==> src/rtl/sum_acc_requant.sv <==
// sum_acc_requant: accumulates cfg_len signed sums per group, then
// round-shifts and saturates the total to WIDTH_OUT bits.
module sum_acc_requant #(
  parameter int WIDTH_SUM = 9,
  parameter int WIDTH_OUT = 8,
  parameter int MAX_LEN   = 64,
  parameter int WIDTH_LEN = 7,
  parameter int WIDTH_ACC = 16,
  parameter int WIDTH_SH  = 4
) (
  input  logic                        clk,
  input  logic                        rst_n,
  input  logic [WIDTH_LEN-1:0]        cfg_len,
  input  logic [WIDTH_SH-1:0]         cfg_shift,
  input  logic                        in_valid,
  output logic                        in_ready,
  input  logic signed [WIDTH_SUM-1:0] in_sum,
  output logic                        out_valid,
  input  logic                        out_ready,
  output logic signed [WIDTH_OUT-1:0] out_data,
  output logic                        out_sat
);

  typedef enum logic [1:0] {
    IDLE,
    ACC,
    OUT
  } state_t;

  localparam logic signed [WIDTH_ACC:0] OMAX =
    (WIDTH_ACC+1)'((1 << (WIDTH_OUT-1)) - 1);
  localparam logic signed [WIDTH_ACC:0] OMIN = -OMAX - 1;

  state_t state, state_d;

  logic signed [WIDTH_ACC-1:0] acc, acc_d;
  logic [WIDTH_LEN-1:0] cnt, cnt_d;
  logic [WIDTH_LEN-1:0] len_q, len_d, len_c;
  logic [WIDTH_SH-1:0]  sh_q, sh_d, sh_use;
  logic                 beat, load;

  logic signed [WIDTH_ACC:0] ext, rnd, r;
  logic signed [WIDTH_OUT-1:0] data_d;
  logic                        sat_d;

  assign in_ready  = (state != OUT);
  assign out_valid = (state == OUT);
  assign beat      = in_valid & in_ready;

  always_comb begin
    len_c = cfg_len;
    if (cfg_len == '0)
      len_c = WIDTH_LEN'(1);
    else if (cfg_len > WIDTH_LEN'(MAX_LEN))
      len_c = WIDTH_LEN'(MAX_LEN);
  end

  always_comb begin
    acc_d = acc;
    if (beat) begin
      if (state == IDLE)
        acc_d = WIDTH_ACC'(in_sum);
      else
        acc_d = acc + WIDTH_ACC'(in_sum);
    end
  end

  // Requantize the value the accumulator takes on this edge, so the
  // result lands in the output register together with the last sum.
  always_comb begin
    sh_use = (state == IDLE) ? cfg_shift : sh_q;
    ext    = {acc_d[WIDTH_ACC-1], acc_d};
    rnd    = '0;
    if (sh_use != '0)
      rnd[sh_use - 1'b1] = 1'b1;
    r      = (ext + rnd) >>> sh_use;
    data_d = r[WIDTH_OUT-1:0];
    sat_d  = 1'b0;
    if (r > OMAX) begin
      data_d = OMAX[WIDTH_OUT-1:0];
      sat_d  = 1'b1;
    end else if (r < OMIN) begin
      data_d = OMIN[WIDTH_OUT-1:0];
      sat_d  = 1'b1;
    end
  end

  always_comb begin
    state_d = state;
    cnt_d   = cnt;
    len_d   = len_q;
    sh_d    = sh_q;
    load    = 1'b0;
    unique case (state)
      IDLE: begin
        if (beat) begin
          len_d = len_c;
          sh_d  = cfg_shift;
          cnt_d = WIDTH_LEN'(1);
          if (len_c == WIDTH_LEN'(1)) begin
            state_d = OUT;
            load    = 1'b1;
          end else begin
            state_d = ACC;
          end
        end
      end
      ACC: begin
        if (beat) begin
          cnt_d = cnt + 1'b1;
          if (cnt == len_q - 1'b1) begin
            state_d = OUT;
            load    = 1'b1;
          end
        end
      end
      OUT: begin
        if (out_ready)
          state_d = IDLE;
      end
      default: state_d = IDLE;
    endcase
  end

  always_ff @(posedge clk or negedge rst_n) begin
    if (!rst_n) begin
      state    <= IDLE;
      acc      <= '0;
      cnt      <= '0;
      len_q    <= WIDTH_LEN'(1);
      sh_q     <= '0;
      out_data <= '0;
      out_sat  <= 1'b0;
    end else begin
      state <= state_d;
      acc   <= acc_d;
      cnt   <= cnt_d;
      len_q <= len_d;
      sh_q  <= sh_d;
      if (load) begin
        out_data <= data_d;
        out_sat  <= sat_d;
      end
    end
  end

endmodule

==> config.mk <==
export PLATFORM = sky130hd
export DESIGN_NAME = sum_acc_requant
export DESIGN_NICKNAME = d
export VERILOG_FILES = /design/src/rtl/sum_acc_requant.sv
export SDC_FILE = /design/constraint.sdc
export NUM_CORES = 1
export LEC_CHECK = 0
export ABC_AREA = 1
export ABC_CLOCK_PERIOD_IN_PS = 7340
export BUFFER_PORTS_ARGS = -buffer_cell sky130_fd_sc_hd__buf_2
export CAP_MARGIN = 20
export CORE_MARGIN = 4
export CORE_UTILIZATION = 35
export DETAILED_ROUTE_END_ITERATION = 8
export GPL_TIMING_DRIVEN = 0
export HOLD_SLACK_MARGIN = 0.03
export SYNTH_ARGS = -nofsm -noshare
export SYNTH_HDL_FRONTEND = slang
export SYNTH_SLANG_ARGS = --single-unit
==> constraint.sdc <==
create_clock -name clk -period 7.34 [get_ports clk]
set_clock_uncertainty 0.05 [all_clocks]
set_input_delay 0.367 -clock clk [delete_from_list [all_inputs] [get_ports clk]]
set_output_delay 0.367 -clock clk [all_outputs]
set_load 0.1 [all_outputs]
# Word-level counts from Yosys, hierarchy flattened
# Cells that the tools add are included.
[classes]
n_addsub = 5
order_cmp = 5
n_eq_ne = 9
n_shift = 1
muxes = 26
n_bitwise = 1
reduce_logical = 8
[ops]
columns = ["op", "n"]
rows = [
  ["$mux W16", 3],
  ["$mux W7", 4],
  ["$add A16 B17 Y17", 1],
  ["$gt A17 B8 Y1 const B", 1],
  ["$lt A17 B8 Y1 const B", 1],
  ["$sshr A17 B4 Y17", 1],
  ["$add A16 B9 Y16", 1],
  ["$mux W8", 2],
  ["$pmux W7 S2", 1],
  ["$mux W2", 5],
  ["$ne A2 B2 Y1 const B", 4],
  ["$add A7 B1 Y7 const B", 1],
  ["$eq A7 B1 Y1 const B", 1],
  ["$eq A7 B7 Y1", 1],
  ["$gt A7 B7 Y1 const B", 1],
  ["$logic_not A7 Y1", 1],
  ["$mux W1", 7],
  ["$sub A7 B1 Y7 const B", 1],
  ["$lt A4 B6 Y1 const B", 1],
  ["$pmux W2 S3", 1],
  ["$demux W1 S4", 1],
  ["$ge A4 B1 Y1 const B", 1],
  ["$mux W4", 1],
  ["$reduce_and A4 Y1", 1],
  ["other kinds (12)", 12],
]
[totals]
reg_bits = 45
in_bits = 24
out_inout_bits = 11
word_cells = 62

# Longest topological paths before layout
# Gate-level depths: netlist of run 1.
[depth]
word_depth = 13
mapped_depth = 42
mapped_depth_nobuf = 42

# Worst setup path before layout of run 1
# Ideal clock, no wire load.
[synth_path]
path_kind = "input port to flip-flop"
start = "in in_sum[0]"
end = "reg out_data[0]"
setup_ps = 120
arrival_time_ps = 4299
t_required_ps = 7170
slack_ps = 2871
path_stages = 39
path_buffers = 0
cell_sequence = "ha_1 -> inv_1 -> fa_1 -> o21ai_0 -> a21oi_1 -> nor2_1 -> o21ai_0 -> nand2_1 -> a31oi_1 -> nor2_1 -> o21ai_0 -> nand2_1 -> nand2_1 -> inv_1 -> o21ai_0 -> nand2_1 -> xor2_1 -> o21ai_0 -> [3 not listed] -> a31oi_1 -> o21ai_0 -> a21oi_1 -> inv_1 -> nand3_1 -> nand3_1 -> nand3_1 -> nand2_1 -> nand2_1 -> nand2_2 -> nand2_1 -> o21ai_1 -> nor2_1 -> nand4_1 -> nand2_1 -> nand2_1 -> nand2_1 -> nand2_1"
[synth_via]
elab_chain_cells = 8
elab_cells_between_ends = 9
cone_classes = "add/sub: 2; order compare: 2; shift: 1; mux: 4"
[synth_lines]
columns = ["item", "line_no", "source"]
rows = [
  ["from (decl)", "17", "input logic signed [WIDTH_SUM-1:0] in_sum,"],
  ["$add A16 B9 Y16 (*)", "64", "acc_d = acc + WIDTH_ACC'(in_sum);"],
  ["$mux W16 (*)", "61", "if (state == IDLE)"],
  ["$mux W16 (*)", "60", "if (beat) begin"],
  ["net acc_d[12]", "36", "logic signed [WIDTH_ACC-1:0] acc, acc_d;"],
  ["$add A16 B17 Y17 (*)", "76", "r = (ext + rnd) >>> sh_use;"],
  ["$sshr A17 B4 Y17 (*)", "76", ""],
  ["$lt A17 B8 Y1", "82", "end else if (r < OMIN) begin"],
  ["$mux W8", "82", ""],
  ["$mux W8 (*)", "79", "if (r > OMAX) begin"],
  ["to (signal assigned)", "141", "out_data <= data_d;"],
  ["to (decl)", "20", "output logic signed [WIDTH_OUT-1:0] out_data,"],
]
# The timed path passes the listed nets; every way through them passes the cells marked *.
# A chain may end at the register's enable or synchronous reset.

# Worst setup path in the final report of run 1
[layout_path]
start = "reg acc[0]"
end = "reg out_data[0]"
[layout_via]
elab_chain_cells = 8
elab_cells_between_ends = 9
cone_classes = "add/sub: 2; order compare: 2; shift: 1; mux: 4"
[layout_lines]
columns = ["item", "line_no", "source"]
rows = [
  ["from (decl)", "36", ""],
  ["from (signal assigned)", "128", "acc <= '0;"],
  ["from (signal assigned)", "136", "acc <= acc_d;"],
  ["$add A16 B9 Y16 (*)", "64", ""],
  ["$mux W16 (*)", "61", ""],
  ["$mux W16 (*)", "60", ""],
  ["net acc_d[12]", "36", ""],
  ["$add A16 B17 Y17 (*)", "76", ""],
  ["$sshr A17 B4 Y17 (*)", "76", ""],
  ["$lt A17 B8 Y1", "82", ""],
  ["$mux W8", "82", ""],
  ["$mux W8 (*)", "79", ""],
]
# Marks and branches as above.

==> results of run 1 <==
-- routing by layer --
layer,part of all wire (%),wire (µm)
met1,51,6040
met4,1.3,152
met5,0,0
met2,44,5260
met3,3.2,381
-- worst min-delay path by stage --
| stage | startpoint | to | slack (ps) |
|---|---|---|---|
| after global placement | out_data[1] | out_data[1] | 410 |
| after CTS | rst_n | acc[7] | 250 |
| after detailed placement | out_data[1] | out_data[1] | 410 |
| after global routing | cfg_len[2] | len_q[2] | 290 |
| after floorplan | rst_n | acc[0] | 20 |
| final | cfg_len[2] | len_q[2] | 270 |
-- worst register-to-register path: cells and delay by family (launching register included) --
family | cells | cell delay, ps
adders and majority gates | 3 | 740
and+or+nand+nor | 19 | 1830
buffers and inverters | 3 | 210
xor gates and xnor gates | 1 | 140
AOI/OAI and AO/OA | 11 | 1690
DFF | 1 | 390
-- layout by cell type, fill, tap and decap left out, types with 2 or more instances in the layout --
cell / count
sky130_fd_sc_hd__a21oi_1: 46
sky130_fd_sc_hd__a21o_1: 3
sky130_fd_sc_hd__o2111ai_1: 2
sky130_fd_sc_hd__o21a_1: 2
sky130_fd_sc_hd__nor2_1: 72
sky130_fd_sc_hd__inv_2: 12
sky130_fd_sc_hd__nand2_1: 198
sky130_fd_sc_hd__or2_2: 2
sky130_fd_sc_hd__inv_1: 80
sky130_fd_sc_hd__clkbuf_16: 5
sky130_fd_sc_hd__o22ai_1: 3
sky130_fd_sc_hd__nand4_1: 5
sky130_fd_sc_hd__nand3b_1: 2
sky130_fd_sc_hd__o21ai_1: 6
sky130_fd_sc_hd__o21ai_0: 51
sky130_fd_sc_hd__o21bai_1: 3
sky130_fd_sc_hd__nor3_1: 6
sky130_fd_sc_hd__ha_1: 33
sky130_fd_sc_hd__fa_1: 2
sky130_fd_sc_hd__o21ai_2: 3
sky130_fd_sc_hd__clkbuf_1: 6
sky130_fd_sc_hd__nand2_2: 5
sky130_fd_sc_hd__nand3_1: 54
sky130_fd_sc_hd__o211ai_1: 2
sky130_fd_sc_hd__nand2_4: 5
sky130_fd_sc_hd__o221ai_1: 6
sky130_fd_sc_hd__a22o_1: 2
sky130_fd_sc_hd__or2_1: 3
sky130_fd_sc_hd__a31oi_1: 3
sky130_fd_sc_hd__dfrtp_1: 44
sky130_fd_sc_hd__nor2_4: 3
sky130_fd_sc_hd__xnor2_1: 5
sky130_fd_sc_hd__xor2_1: 21
sky130_fd_sc_hd__buf_2: 39
-- sequential cells by signal, indices dropped and copies added (netlist names) --
register	cells
acc	16
out_data	8
cnt	7
len_q	7
sh_q	4
state	2
out_sat	1
-- metrics by stage --
stage | utilization (%) | area (µm²) | setup WS, ps | hold WS, ps
6_report | 40.5 | 5170 | 2180 | 275
3_3_place_gp | 39.1 | 4990 | 2040 | 410
4_1_cts | 40.2 | 5140 | 2150 | 246
5_1_grt | 40.5 | 5170 | 1280 | 288
3_5_place_dp | 39.1 | 4990 | 2060 | 414
2_1_floorplan | - | 4600 | 2870 | 21.4
-- kinds of logic (layout without fill, tap and decap cells) --
| group | count (synthesis) | after routing |
|---|---|---|
| flops | 45 | 45 |
| xor+xnor | 26 | 26 |
| fa+ha+maj | 35 | 35 |
| mux | 1 | 1 |
| buf+inv | 107 | 151 |
| other cells | 1 | 1 |
| compound gates | 137 | 137 |
| simple gates | 360 | 360 |
-- cell type report --
class                      instances  area [µm²]
buffer                            13        62.6
multi-input combinational        560        3060
fill                            1395        7600
clock buffer                       5         125
tap                              172         215
timing repair buffer              36         200
inverter                          94         355
sequential                        45        1130
clock inverter                     3        25.0
==> results.md, run 1 <==
| Stage | Result | Reported |
| --- | --- | --- |
| synth | Synthesized-area fraction occupied by adder cells | 9.84% |
| flow run | Total of max-cap violations | 0 |
| synth | Fraction of the mapped netlist area in compound gates | 17.1% |
| grt | Met1 layer usage reported by global route | 24.2% |
| synth | Post-synthesis mux area share | 0.217% |
| cts | Cts-stage hold buffer count | 0 |
| setup path | Critical R2R Capture | out_data[0] |
| routing | Vias per cell | 4.95 |
| cells and area | Area growth from synthesis to layout | 12.3% |
| synth | Number of warnings issued by yosys | 0 |
| cells and area | Nets | 814 |
| synth | Count of different cell masters after synthesis | 50 |
| setup path | Critical path arrival | 5290 ps |
| die | Height of the chip | 123 µm |
| routing | DRC marker count from the first detailed-route iteration | 338 |
| grt | Number of antenna violations at the first check in global routing | 0 |
| cts | Number of clock buffers inserted by TritonCTS | 5 |
| setup path | Start-to-end type of the worst setup path | flip-flop to flip-flop |
| sta | FMAX | 194 MHz |
| die | Die footprint | 0.0151 mm² |
| cells and area | Ant. Diodes | 0 |
| setup path | Top Family by Delay on Critical Path | simple AND/OR/NAND/NOR gates |
| die | Area of the placeable core | 0.0128 mm² |
| routing | WL/cell | 12.8 µm |
| place | Number of instances in the placed design | 918 |
| synth | Largest cells by area after synthesis | sky130_fd_sc_hd__dfrtp_1 (24%), sky130_fd_sc_hd__nand2_1 (16%), sky130_fd_sc_hd__ha_1 (9.0%) |
| cts | Maximum buffer depth of the clock tree | 2 |
| sta | Relative max-transition margin | 66.3% |
| synth | Most frequent cell after synthesis | sky130_fd_sc_hd__nand2_1 |
| routing | Number of vias in the routed layout | 4593 |
| setup path | Crit-path most repeated cell | sky130_fd_sc_hd__nand2_1 |
| synth | Most used standard cells in the synthesized netlist | sky130_fd_sc_hd__nand2_1 (198), sky130_fd_sc_hd__inv_1 (80), sky130_fd_sc_hd__nor2_1 (72), sky130_fd_sc_hd__nand3_1 (54), sky130_fd_sc_hd__o21ai_0 (51) |
| setup path | R2r setup slk | 2180 ps |
| grt | Met2 track utilization from global routing | 26.3% |
| sta | Min cycle time layout | 5160 ps |
| synth | Number of enable flip-flop cells after synthesis | 0 |
| place | PortBufs | 34 |
| routing | Antenna Nets Post-Route | 0 |
| routing | Detailed Route WL | 11.8 mm |
| setup path | Crit. Startpoint | acc[0] |
| setup path | Worst flop-to-flop path startpoint | acc[0] |
| setup path | Timing endpoint of the critical path | out_data[0] |
| grt | Met3 global-route usage | 1.66% |
| synth | Dominant register cell in the synthesized netlist | sky130_fd_sc_hd__dfrtp_1 |
| grt | Layer carrying the most global-route usage | met2 |
| setup path | Worst endpoint required time | 7470 ps |
| grt | Wire length of the first global-routing pass | 20.4 mm |
| cts | Worst-path clk slew | 70 ps |
| synth | Simple logic cell fraction of the synthesized area | 34.3% |
| sta | Setup_tns | 0 ps |
| setup path | Maximum net fanout on the critical path | 5 |
| setup path | Count of cells along the worst register-to-register path | 37 |
| sta | Total setup violations reported at the end of the flow | 0 |
| die | Width of the die | 123 µm |
| cells and area | Fraction of final layout cells sized beyond drive strength 1 | 11.6% |
| synth | Summed instance area of the synthesized netlist | 0.00460 mm² |
| synth | Part of the Yosys area used for sequential elements | 24.5% |
| setup path | Critical path's slowest cell | sky130_fd_sc_hd__dfrtp_1 |
| sta | Hold Fails Final Rpt | 0 |
| synth | Number of cells produced by synthesis | 712 |
| grt | Via count of the first global-routing pass | 4374 |
| routing | Number of detailed-routing iterations run before antenna repair | 5 |
| min path | Type of the worst min-delay path | input port to flip-flop |
| cts | Clock tree from TritonCTS | built |
| sta | Number of slew-limit violations in the final report | 0 |
| cells and area | Non-Filler Instances | 928 |
| die | Placement row count | 41 |
| cts | Root cell of the clock tree | sky130_fd_sc_hd__clkbuf_16 |
| status | Result of the run | completed |
| grt | GR Util All Layers | 16.5% |
| setup path | Count of buffer and inverter cells on the critical path | 3 |
| setup path | Count of cell instances traversed by the critical path | 37 |
| die | Initial cell density of the core | 36.0% |
| grt | Total grt overflow | 0 |
| synth | Xor and xnor area share after synthesis | 4.95% |
| place | Detailed placer's ending HPWL | 9.68 mm |
| die | Count of pins on the block boundary | 35 |
| place | Final estimated routing congestion in global placement | 0.922 |
| synth | Main combinational cell family by area after synthesis | simple AND/OR/NAND/NOR gates |
| setup path | Critical Path Sink Type | flip-flop |
| synth | Syn_area_per_cell | 6.47 µm² |
| cts | Number of sinks handled by clock tree synthesis | 45 |
| sta | Fin crit share | 70.3% |
| min path | WHS Path Cells | 2 |
| cts | Post-CTS setup repair buffer count | 0 |
| cts | Count of H-tree levels built during CTS | 2 |
| synth | Flop and latch count out of synthesis | 45 |
| synth | Post-synth top area share | 23.9% |
| setup path | Crit start category | flip-flop |
| routing | DRC violation count after routing | 0 |
| synth | Most area-hungry cell type in the Yosys netlist | sky130_fd_sc_hd__dfrtp_1 |
| synth | Async set-or-reset flop fraction in the synthesized netlist | 100% |
| setup path | Max incr delay on CP | 390 ps |
| sta | RSZ-0062 raised after global routing | no |
| grt | Maximum number of pins on one net before global-route repair | 46 |
| synth | Mapped Nets | 771 |
| cts | Worst-skew pair later-pin latency | 290 ps |
| sta | Tightest Pin Transition | 505 ps |
| cts | Gates resized, CTS repair | 0 |
Power of run 1 is not shown: default switching activity piles up to over one toggle a cycle in this logic, so the estimate is an artifact.
==> run 2, diff against run 1 <==
Settings changed: ABC_CLOCK_PERIOD_IN_PS 7340 to 4700.
Clock period 7.34 ns to 4.7 ns, I/O delays scaled along.
==> run 2 against run 1 <==
First-iteration DRC count is 15% lower. Utilization is 1.8 points higher. Maximum frequency rose by 10%. Design area is 4.5% higher. Register-to-register slack lost 2200 ps. Via count up 0.46%. Critical endpoint is now out_data[3]. Highest routed layer unchanged.
==> results.md, run 2 (synthesized netlist as in run 1, its figures left out) <==
| Stage | Result | Reported |
| --- | --- | --- |
| cts | Clock tree from TritonCTS | built |
| setup path | Max incr delay on CP | 390 ps |
| flow run | Total of max-cap violations | 0 |
| cts | Worst-skew pair later-pin latency | 290 ps |
| sta | Number of slew-limit violations in the final report | 0 |
| routing | Detailed Route WL | 12.0 mm |
| die | Height of the chip | 123 µm |
| min path | Type of the worst min-delay path | input port to flip-flop |
| place | PortBufs | 34 |
| routing | Number of vias in the routed layout | 4614 |
| cells and area | Top reg by flops | acc |
| setup path | R2r setup slk | 20 ps |
| cells and area | Combined area of the multi-input logic cells | 0.00321 mm² |
| cts | Number of sinks handled by clock tree synthesis | 45 |
| setup path | Critical path's slowest cell | sky130_fd_sc_hd__dfrtp_1 |
| die | Count of pins on the block boundary | 35 |
| setup path | Critical Path Sink Type | flip-flop |
| routing | Number of detailed-routing iterations run before antenna repair | 5 |
| status | Result of the run | completed |
| setup path | Crit. Startpoint | acc[0] |
| cts | Number of clock buffers inserted by TritonCTS | 5 |
| routing | DRC marker count from the first detailed-route iteration | 288 |
| setup path | Critical R2R Capture | out_data[3] |
| grt | Maximum number of pins on one net before global-route repair | 46 |
| sta | Relative max-transition margin | 65.5% |
| sta | FMAX | 214 MHz |
| cells and area | Sequential cell area | 0.00113 mm² |
| cells and area | Most common library cell in the layout ignoring fill and taps | sky130_fd_sc_hd__nand2_1 |
| place | Final estimated routing congestion in global placement | 0.922 |
| grt | GR Util All Layers | 16.6% |
| setup path | Timing endpoint of the critical path | out_data[3] |
| grt | Via count of the first global-routing pass | 4418 |
| sta | Tightest Pin Transition | 517 ps |
| sta | Total setup violations reported at the end of the flow | 0 |
| die | Area of the placeable core | 0.0128 mm² |
| setup path | Start-to-end type of the worst setup path | flip-flop to flip-flop |
| setup path | Crit start category | flip-flop |
| place | Number of instances in the placed design | 918 |
| cts | Maximum buffer depth of the clock tree | 2 |
| cts | Worst-path clk slew | 70 ps |
| cts | Count of H-tree levels built during CTS | 2 |
| cells and area | Nets | 824 |
| grt | Number of antenna violations at the first check in global routing | 0 |
| place | Detailed placer's ending HPWL | 9.68 mm |
| die | Width of the die | 123 µm |
| sta | Hold Fails Final Rpt | 0 |
| setup path | Maximum net fanout on the critical path | 5 |
| routing | Antenna Nets Post-Route | 0 |
| setup path | Count of cells along the worst register-to-register path | 39 |
| grt | Wire length of the first global-routing pass | 20.6 mm |
| cells and area | Largest register FFs | 16 |
| grt | Total grt overflow | 0 |
| cells and area | Area growth from synthesis to layout | 17.3% |
| sta | Min cycle time layout | 4680 ps |
| sta | Fin crit share | 99.5% |
| setup path | Worst flop-to-flop path startpoint | acc[0] |
| routing | Met2 Routed Length | 5.46 mm |
| cells and area | Top flop regs | acc (16), out_data (8) |
| routing | Metal3 WL | 278 µm |
| sta | RSZ-0062 raised after global routing | yes |
| die | Placement row count | 41 |
| die | Die footprint | 0.0151 mm² |
| routing | WL/cell | 12.8 µm |
| setup path | Worst endpoint required time | 4830 ps |
| setup path | Critical path arrival | 4810 ps |
| cells and area | Fraction of final layout cells sized beyond drive strength 1 | 17.5% |
| routing | DRC violation count after routing | 0 |
| cells and area | Ant. Diodes | 0 |
| cts | Root cell of the clock tree | sky130_fd_sc_hd__clkbuf_16 |
| cells and area | Total of fill cells in the finished design | 1370 |
| cells and area | Non-Filler Instances | 938 |
| cells and area | Most frequent cells in the layout | sky130_fd_sc_hd__nand2_1 (195), sky130_fd_sc_hd__inv_1 (77), sky130_fd_sc_hd__nor2_1 (67) |
| setup path | Crit-path most repeated cell | sky130_fd_sc_hd__nand2_1 |
| die | Initial cell density of the core | 36.0% |
| routing | Routed metal-1 wirelength | 6.13 mm |
| routing | Max Used Layer | met4 |
| routing | Vias per cell | 4.92 |
-- run 2: final cells by class --
cell class	count	share of cell area (%)
multi-input combinational	560	59.5
sequential	45	20.9
buffer	13	1.18
tap	172	3.98
inverter	94	6.60
clock buffer	5	2.32
timing repair buffer	46	5.10
clock inverter	3	0.463
-- run 2: critical path: cells and delay by family (launching register included) --
kind | cells | cell delay (ps)
buffers and inverters | 3 | 170
and+or+nand+nor | 20 | 1800
DFF | 1 | 390
adders and majority gates | 3 | 710
AOI/OAI and AO/OA | 12 | 1290
xor gates and xnor gates | 1 | 150
-- run 2: per-layer routing --
| layer | global-route usage (%) | vias to the layer above |
|---|---|---|
| met2 | 26.5 | 71 |
| met4 | 3.50 | 0 |
| li1 | - | 2445 |
| met1 | 24.3 | 2088 |
| met3 | 1.66 | 10 |
| met5 | 0 | - |
-- run 2: worst min-delay path by stage --
stage / start / slack [ps] / cells after the start / end
6_report: cfg_len[2] / 150 / 2 / len_q[2]
4_1_cts: rst_n / 110 / 1 / acc[7]
5_1_grt: cfg_len[2] / 160 / 2 / len_q[2]
3_3_place_gp: out_data[1] / 410 / 2 / out_data[1]
3_5_place_dp: out_data[1] / 410 / 2 / out_data[1]
2_1_floorplan: rst_n / -110 / 0 / acc[0]
-- run 2: stage by stage --
stage | setup slack (ps) | TNS, ps | hold slack [ps] | utilization, % | area [µm²]
2_1_floorplan | 244 | 0 | -111 | - | 4600
3_3_place_gp | -465 | -3260 | 410 | 39.1 | 4990
3_5_place_dp | -454 | -3180 | 414 | 39.1 | 4990
4_1_cts | -56.4 | -191 | 114 | 41.4 | 5290
5_1_grt | -492 | -3700 | 156 | 42.3 | 5400
6_report | 21.9 | 0 | 145 | 42.3 | 5400
-- run 2: what timing repair did --
action | 4_1_cts | 5_1_grt
hold buffers | 0 | 1
gates cloned | 0 | 0
gates resized for setup | 28 | 18
endpoints found under the hold margin | 0 | 11
endpoints found under the setup margin | 8 | 8
pin swaps | 15 | 11
setup buffers | 7 | 3
Power of run 2 is left out for the same reason.
